**config.mk**
```make
export PLATFORM = sky130hd
export DESIGN_NAME = bus_arb_mux
export DESIGN_NICKNAME = d
export VERILOG_FILES = /design/src/rtl/bus_arb_mux.sv
export SDC_FILE = /design/constraint.sdc
export NUM_CORES = 1
export LEC_CHECK = 0
export BUFFER_PORTS_ARGS = -buffer_cell sky130_fd_sc_hd__buf_2
export CAP_MARGIN = 5
export CORE_AREA = 8 8 327 329
export DETAILED_ROUTE_END_ITERATION = 10
export DIE_AREA = 0 0 335 337
export HOLD_SLACK_MARGIN = 0.08
export MAX_ROUTING_LAYER = met4
export PLACE_DENSITY = 0.43
export SYNTH_ARGS = -nofsm -noshare
export SYNTH_HDL_FRONTEND = slang
export SYNTH_SLANG_ARGS = --single-unit
```
**constraint.sdc**
```tcl
create_clock -name clk -period 18 [get_ports clk]
set_input_delay 1.8 -clock clk [delete_from_list [all_inputs] [get_ports clk]]
set_output_delay 1.8 -clock clk [all_outputs]
set_load 0.005 [all_outputs]
```
**src/rtl/bus_arb_mux.sv**
```systemverilog
// bus_arb_mux: registered datapath bus. Each cycle one word source or the
// sign-extended immediate is chosen and loaded onto bus_out. In direct mode
// the one-hot select comes from the control unit: if more than one select
// is set, the lowest index wins and a conflict is flagged. In arbitrated
// mode requests are served round-robin starting at rr_ptr.
// Every output comes from a flop.
module bus_arb_mux #(
    parameter int WORD_W  = 32,
    parameter int NUM_SRC = 23,
    parameter int IMM_W   = 19,
    parameter int IDX_W   = $clog2(NUM_SRC + 1)
) (
    input  logic                      clk,
    input  logic                      clr,
    input  logic                      mode,
    input  logic [NUM_SRC-1:0]        src_out,
    input  logic [NUM_SRC*WORD_W-1:0] src_data,
    input  logic                      imm_out,
    input  logic [IMM_W-1:0]          imm_val,
    input  logic                      conflict_clr,
    output logic [WORD_W-1:0]         bus_out,
    output logic                      bus_valid,
    output logic [NUM_SRC:0]          grant,
    output logic [IDX_W-1:0]          sel_idx,
    output logic                      conflict,
    output logic                      conflict_sticky
);

    localparam int NREQ = NUM_SRC + 1;

    logic [NREQ-1:0]   req;
    logic [WORD_W-1:0] imm_word;
    logic [WORD_W-1:0] sel_word;
    logic              found;
    logic              multi;
    logic [IDX_W-1:0]  win;
    int                idx;

    logic [WORD_W-1:0] bus_q, bus_d;
    logic              valid_q, valid_d;
    logic [NREQ-1:0]   grant_q, grant_d;
    logic [IDX_W-1:0]  sel_q, sel_d;
    logic              conflict_q, conflict_d;
    logic              sticky_q, sticky_d;
    logic [IDX_W-1:0]  rr_q, rr_d;

    // Pick the winner: fixed lowest-index priority in direct mode,
    // rotating search from rr_ptr in arbitrated mode.
    always_comb begin
        req      = {imm_out, src_out};
        imm_word = {{(WORD_W - IMM_W){imm_val[IMM_W-1]}}, imm_val};
        found    = 1'b0;
        win      = '0;
        idx      = 0;
        if (!mode) begin
            for (int i = 0; i < NREQ; i++) begin
                if (!found && req[i]) begin
                    found = 1'b1;
                    win   = IDX_W'(i);
                end
            end
        end else begin
            for (int k = 0; k < NREQ; k++) begin
                idx = int'(rr_q) + k;
                if (idx >= NREQ) idx = idx - NREQ;
                if (!found && req[idx]) begin
                    found = 1'b1;
                    win   = IDX_W'(idx);
                end
            end
        end
        // More than one bit set: clearing the lowest set bit leaves something.
        multi = (req & (req - NREQ'(1))) != '0;
    end

    // Word mux for the winner; the immediate occupies the last index.
    always_comb begin
        sel_word = imm_word;
        for (int i = 0; i < NUM_SRC; i++) begin
            if (win == IDX_W'(i)) sel_word = src_data[i*WORD_W +: WORD_W];
        end
    end

    // Next-state for the output registers and the round-robin pointer.
    always_comb begin
        bus_d      = bus_q;
        valid_d    = 1'b0;
        grant_d    = '0;
        sel_d      = sel_q;
        rr_d       = rr_q;
        conflict_d = 1'b0;
        if (found) begin
            bus_d   = sel_word;
            valid_d = 1'b1;
            grant_d = NREQ'(1) << win;
            sel_d   = win;
            if (mode) begin
                rr_d = (win == IDX_W'(NUM_SRC)) ? '0 : win + IDX_W'(1);
            end else begin
                conflict_d = multi;
            end
        end
        // A new conflict takes priority over a clear arriving in the same cycle.
        sticky_d = conflict_d | (sticky_q & ~conflict_clr);
    end

    // Single register stage; async active-low clear discards any pending selection.
    always_ff @(posedge clk or negedge clr) begin
        if (!clr) begin
            bus_q      <= '0;
            valid_q    <= 1'b0;
            grant_q    <= '0;
            sel_q      <= '0;
            conflict_q <= 1'b0;
            sticky_q   <= 1'b0;
            rr_q       <= '0;
        end else begin
            bus_q      <= bus_d;
            valid_q    <= valid_d;
            grant_q    <= grant_d;
            sel_q      <= sel_d;
            conflict_q <= conflict_d;
            sticky_q   <= sticky_d;
            rr_q       <= rr_d;
        end
    end

    assign bus_out         = bus_q;
    assign bus_valid       = valid_q;
    assign grant           = grant_q;
    assign sel_idx         = sel_q;
    assign conflict        = conflict_q;
    assign conflict_sticky = sticky_q;

endmodule

```
**After elaboration in Yosys (flattened, before gate mapping)**

Cells that the tools add are included.

- Mux-type cells: 291
- Div/mod/pow operators: 0
- Magnitude comparators: 48
- Multiply operators: 0
- Equality and inequality tests: 23
- Shift-type cells: 1
- Bitwise gates (word level): 4
- Add/sub/neg operators: 49
- Reductions and logical operators: 95

Operators by type and width:

| kind | count |
|---|---|
| two-way mux 32 bit | 71 |
| < comparator 32 x 7 -> 1 bit, second input constant | 24 |
| two-way mux 5 bit | 48 |
| subtractor 6 x 5 -> 7 bit, second input constant | 23 |
| two-way mux 1 bit | 147 |
| greater-or-equal comparator 6 x 5 -> 1 bit, second input constant | 23 |
| binary-select mux 1 bit (select 5 bit) | 24 |
| adder 5 x 4 -> 6 bit, second input constant | 8 |
| adder 5 x 5 -> 6 bit, second input constant | 8 |
| logical AND 1 bit | 46 |
| zero test 1 bit | 46 |
| == test 5 x 4 -> 1 bit, second input constant | 8 |
| == test 5 bit, second input constant | 8 |
| adder 5 x 3 -> 6 bit, second input constant | 4 |
| AND 24 bit | 1 |
| two-way mux 24 bit | 1 |
| nonzero test 24 bit | 1 |
| left shift 1 x 5 -> 24 bit, first input constant | 1 |
| subtractor 24 x 1 -> 24 bit, second input constant | 1 |
| == test 5 x 3 -> 1 bit, second input constant | 4 |
| adder 5 x 2 -> 6 bit, second input constant | 2 |
| == test 5 x 2 -> 1 bit, second input constant | 2 |
| adder 5 x 1 -> 6 bit, second input constant | 1 |
| subtractor 5 x 5 -> 6 bit, second input constant | 1 |
| other kinds (8) | 8 |

- Bits of input ports: 783
- ROM bits: 0
- Latch bits: 0
- Output and inout bits: 64
- Bits in registers: 69
- Bits in writable memories: 0
- Memories: 0
- Word-level logic and storage cells: 518

**Logic depth before layout (Yosys ltp)**

- Depth after elaboration: 124
- Depth in mapped cells: 43
- Mapped depth without buffers: 33

**Least setup slack after synthesis**

No wires, ideal clock.

- Kind: input to register
- Start point: in src_out[8]
- End point: reg bus_q[8], in the netlist bus_out[8]
- Arrival time: 7.880 ns
- Required time: 17.866 ns
- Setup time: 0.134 ns
- Path slack: 9.986 ns
- Stages on the path: 32
- Buffers on the path: 6
- Path through: clkbuf_1 > mux2i_1 > mux4_2 > mux2_2 > o21ai_1 > nor2_1 > buf_2 > nand3_1 > nor2_1 > or4_1 > a31oi_1 > nand3_1 > nand2_1 > o311ai_0 > nand2_1 > inv_1 > a21oi_1 > inv_1 > ha_1 > clkbuf_1 > inv_1 > buf_1 > clkbuf_1 > nor2_1 > ha_1 > clkbuf_1 > a21oi_1 > nand2_1 > a221oi_1 > o21ai_0 > o21ai_1 > o211ai_1

- Longest elaborated chain between the ends: 121
- Elaborated cells between the ends (all ways): 315
- Those cells by class: eq/ne (22); mux (215); reduce/logical (78)

RTL lines:

| element | line | source |
|---|---|---|
| start: declaration | 16 | `input logic [NUM_SRC-1:0] src_out,` |
| binary-select mux 1 bit (select 5 bit) | 66 | `if (!found && req[idx]) begin` |
| two-way mux 1 bit (implied by the code) (2 in a row) | 66 |  |
| two-way mux 1 bit | 66 |  |
| two-way mux 1 bit | 55 | `if (!mode) begin` |
| zero test 1 bit | 66 |  |
| logical AND 1 bit | 66 |  |
| two-way mux 1 bit | 66 |  |
| two-way mux 1 bit | 55 |  |
| (+84 left out) | - |  |
| zero test 1 bit | 66 |  |
| logical AND 1 bit | 66 |  |
| two-way mux 5 bit | 66 |  |
| two-way mux 5 bit * | 55 |  |
| net win[1] | 36 | `logic [IDX_W-1:0] win;` |
| zero test 5 bit | 80 | `if (win == IDX_W'(i)) sel_word = src_data[i*WORD_W +: WORD_W];` |
| two-way mux 32 bit (22 in a row) | 80 |  |
| two-way mux 32 bit * | 80 |  |
| end signal: assignment | 118 | `bus_q <= bus_d;` |
| end: declaration | 39 | `logic [WORD_W-1:0] bus_q, bus_d;` |

Mark *: on every way through the listed nets, which the timed path passes. The rest lies on a longest branch. The select of a mux whose other input is x is not followed.
A chain may end at the register's enable or synchronous reset.

**Final worst setup path**

- Start point: reg rr_q[1]
- End point: reg bus_q[8], in the netlist bus_out[8]

- Longest elaborated chain between the ends: 124
- Elaborated cells between the ends (all ways): 356
- Those cells by class: add/sub (47); order compare (24); eq/ne (22); mux (216); reduce/logical (47)

RTL lines:

| element | line | source |
|---|---|---|
| start: declaration | 45 | `logic [IDX_W-1:0] rr_q, rr_d;` |
| start signal: assignment | 124 | `rr_q <= rr_d;` |
| branches (longest 124 deep; another with subtractor 6 x 5 -> 7 bit) | - |  |

Several ways; the timed one is not identified. The select of a mux whose other input is x is not followed.

==> results.yml <==
setup_path:
  cp_common_cell: "buf_4"
  required_ns: 18.33
  critPathArrivalTime_ns: 12.04
  ff2ff_path_depth: 32
  slowest_stage: "clkinv_1"
  r2r_slack_ns: 6.29
  worstPathMaxFanout: 38
  regToRegStartpoint: "rr_q[1]$_DFFE_PN0P_"
  slowest_delay_ns: 1.16
  end_kind: "register"
  cp-start-kind: "register"
  timing.rr.end: "bus_out[8]$_DFFE_PN0P_"
  critPathKind: "register to register"
layout:
  fillers: 11800
  drive_above_1_share: 0.354
  nets: 3924
  area_growth_pct: 38.4
  multi_input_area_mm2: 0.0138
  seq_area_mm2: 0.00173
floorplan:
  rows: 117
  initial_core_util: 0.164
  core_mm2: 0.101
  dieArea_mm2: 0.113
  io_pins: 847
  dieWidth_um: 335
  dieHeight_um: 337
grt:
  antenna_found_initial: 178
  grt_pass1_vias: 25500
  grt_pass1_wl_um: 265000
  grt.total_usage: 0.360
  grt_remaining_overflow: 0
  grt_max_degree: 47
clock_network:
  cts_hold_buf: 0
  root_buffer: "clkbuf_16"
  clock_latency_ns: 0.41
  cts_tree: "done"
  clockBufferDepth: 2
  postCtsSetupBuffers: 0
  cts_sinks: 69
  h-tree-depth: 3
  path_clk_slew_ns: 0.08
  ctsResizeCount: 0
  cts_inserted_buffers: 9
synth:
  synth_top_area_frac: 0.104
  synthArstFlopShare: 1.00
  yosysUniqueCellTypes: 121
  yosys_warnings: 0
  ys.flop_type: "dfrtp_1"
  netlist_top_cells_count: "nand2_1 (206), nor2_1 (206), a21oi_1 (171)"
  syn-mean-instance-area_um2: 7.09
  syn_area_mm2: 0.0167
  synth-seq-cells: 69
  synth_edf_count: 0
  syn_nets: 3181
  yosys-top-cells-area: "dfrtp_1 (10%), a21oi_1 (5.1%), nand2_1 (4.6%), nor2_1 (4.6%), o21ai_0 (3.9%)"
  synth_top_area_cell: "dfrtp_1"
  yosysSeqAreaShare: 0.104
  syn_inst: 2349
routing:
  first_pass_iters: 6
  wl_per_cell_um: 45.6
  drt_iter0_drc: 4250
  viasPerCell: 5.96
  route.final.wire_length_um: 210000
  drc: 0
  ant_nets: 0
  vias: 27400
timing:
  rsz0062_at_grt: "no"
  slew_violations: 0
  maxSlewHeadroom: 0.149
  finalCriticalPeriod_ns: 11.71
  fin_crit_sh: 0.651
  tightestPinTransition_ns: 1.27
  timing.setup.tns_ns: 0
  clock-skew-final_ns: 0.0232
  setup_viol: 0
  fmax_mhz: 85.4
  hold_viol: 0
run_status:
  status: "finished, final reports clean"
placement:
  place_congestion: 1.08
  hpwl_um: 179000
  portBuffers: 846
worst_hold_path:
  holdPathStages: 2
  hold_class: "register to register"
  worstHoldStart: "sel_idx[0]$_DFFE_PN0P_"
  min_to: "sel_idx[0]$_DFFE_PN0P_"
flow_run:
  cap_violations: 0
## worst max-delay path by stage
stage | from | endpoint | cells past startpoint
2_1_floorplan | src_out[8] | bus_out[8]$_DFFE_PN0P_ | 32
3_3_place_gp | rr_q[2]$_DFFE_PN0P_ | bus_out[8]$_DFFE_PN0P_ | 32
3_5_place_dp | rr_q[2]$_DFFE_PN0P_ | bus_out[8]$_DFFE_PN0P_ | 33
4_1_cts | rr_q[2]$_DFFE_PN0P_ | bus_out[8]$_DFFE_PN0P_ | 33
5_1_grt | rr_q[1]$_DFFE_PN0P_ | bus_out[8]$_DFFE_PN0P_ | 32
6_report | rr_q[1]$_DFFE_PN0P_ | bus_out[8]$_DFFE_PN0P_ | 32
## kinds of logic after synthesis
| family | Yosys count | synth area share |
|---|---|---|
| compound gates | 1030 | 0.449 |
| simple gates | 816 | 0.247 |
| buf+inv | 268 | 0.0720 |
| mux | 87 | 0.0740 |
| flops | 69 | 0.104 |
| fa+ha+maj | 53 | 0.0392 |
| xor+xnor | 26 | 0.0150 |
## sequential cells by signal (all words and copies together), names as in the netlist
| signal | cells |
|---|---|
| bus_out | 32 |
| conflict_sticky | 1 |
| conflict | 1 |
| grant | 24 |
| bus_valid | 1 |
| rr_q | 5 |
| sel_idx | 5 |
## routing by layer
layer  share of wire  GRT usage
met5               0          -
met4           0.068      0.213
met3            0.11     0.0992
met2            0.44      0.534
met1            0.39      0.434
## cells in the final DEF, fill, tap and decap left out, types with 68 or more instances in the layout
cell type  count
buf_2        845
nand2_1      204
nor2_1       203
a21oi_1      171
diode_2      137
o21ai_0      129
o22ai_1       87
nor3_1        87
buf_4         75
nand3_1       69
a221oi_1      68
## critical path: cells and delay by family (launching register included)
kind                     cells  cell delay [ns]
AO/OA/AOI/OAI               10             3.27
adder cells (fa/ha/maj)      3             1.28
AND/OR/NAND/NOR              9             2.39
multiplexers                 1             0.40
XOR/XNOR                     2             0.61
flip-flops                   1             0.52
buffers and inverters        7             3.05
## metrics by stage
step                      hold WS [ns]  setup slack (ns)  instance area, um2  utilization  std cells
final                            0.489              6.29               23100        0.228       4602
after global routing             0.527              6.12               23000        0.227       4560
after CTS                        0.486              6.76               22700        0.224       4465
after detailed placement         0.468              6.80               22400        0.221       4449
after global placement           0.465              7.04               22400        0.221       4449
after floorplan                  0.470              9.99               16700            -       2349
## area by class of cell
type                            instances  area share
Tap cell                             1368      0.0742
Sequential cell                        69      0.0750
Clock buffer                            9     0.00977
Clock inverter                          7     0.00553
Multi-Input combinational cell       2012       0.600
Timing Repair Buffer                  920       0.208
Inverter                               80      0.0131
Antenna cell                          137      0.0149
Power is not shown: default switching activity piles up to over one toggle a cycle in this logic, so the estimate is an artifact.
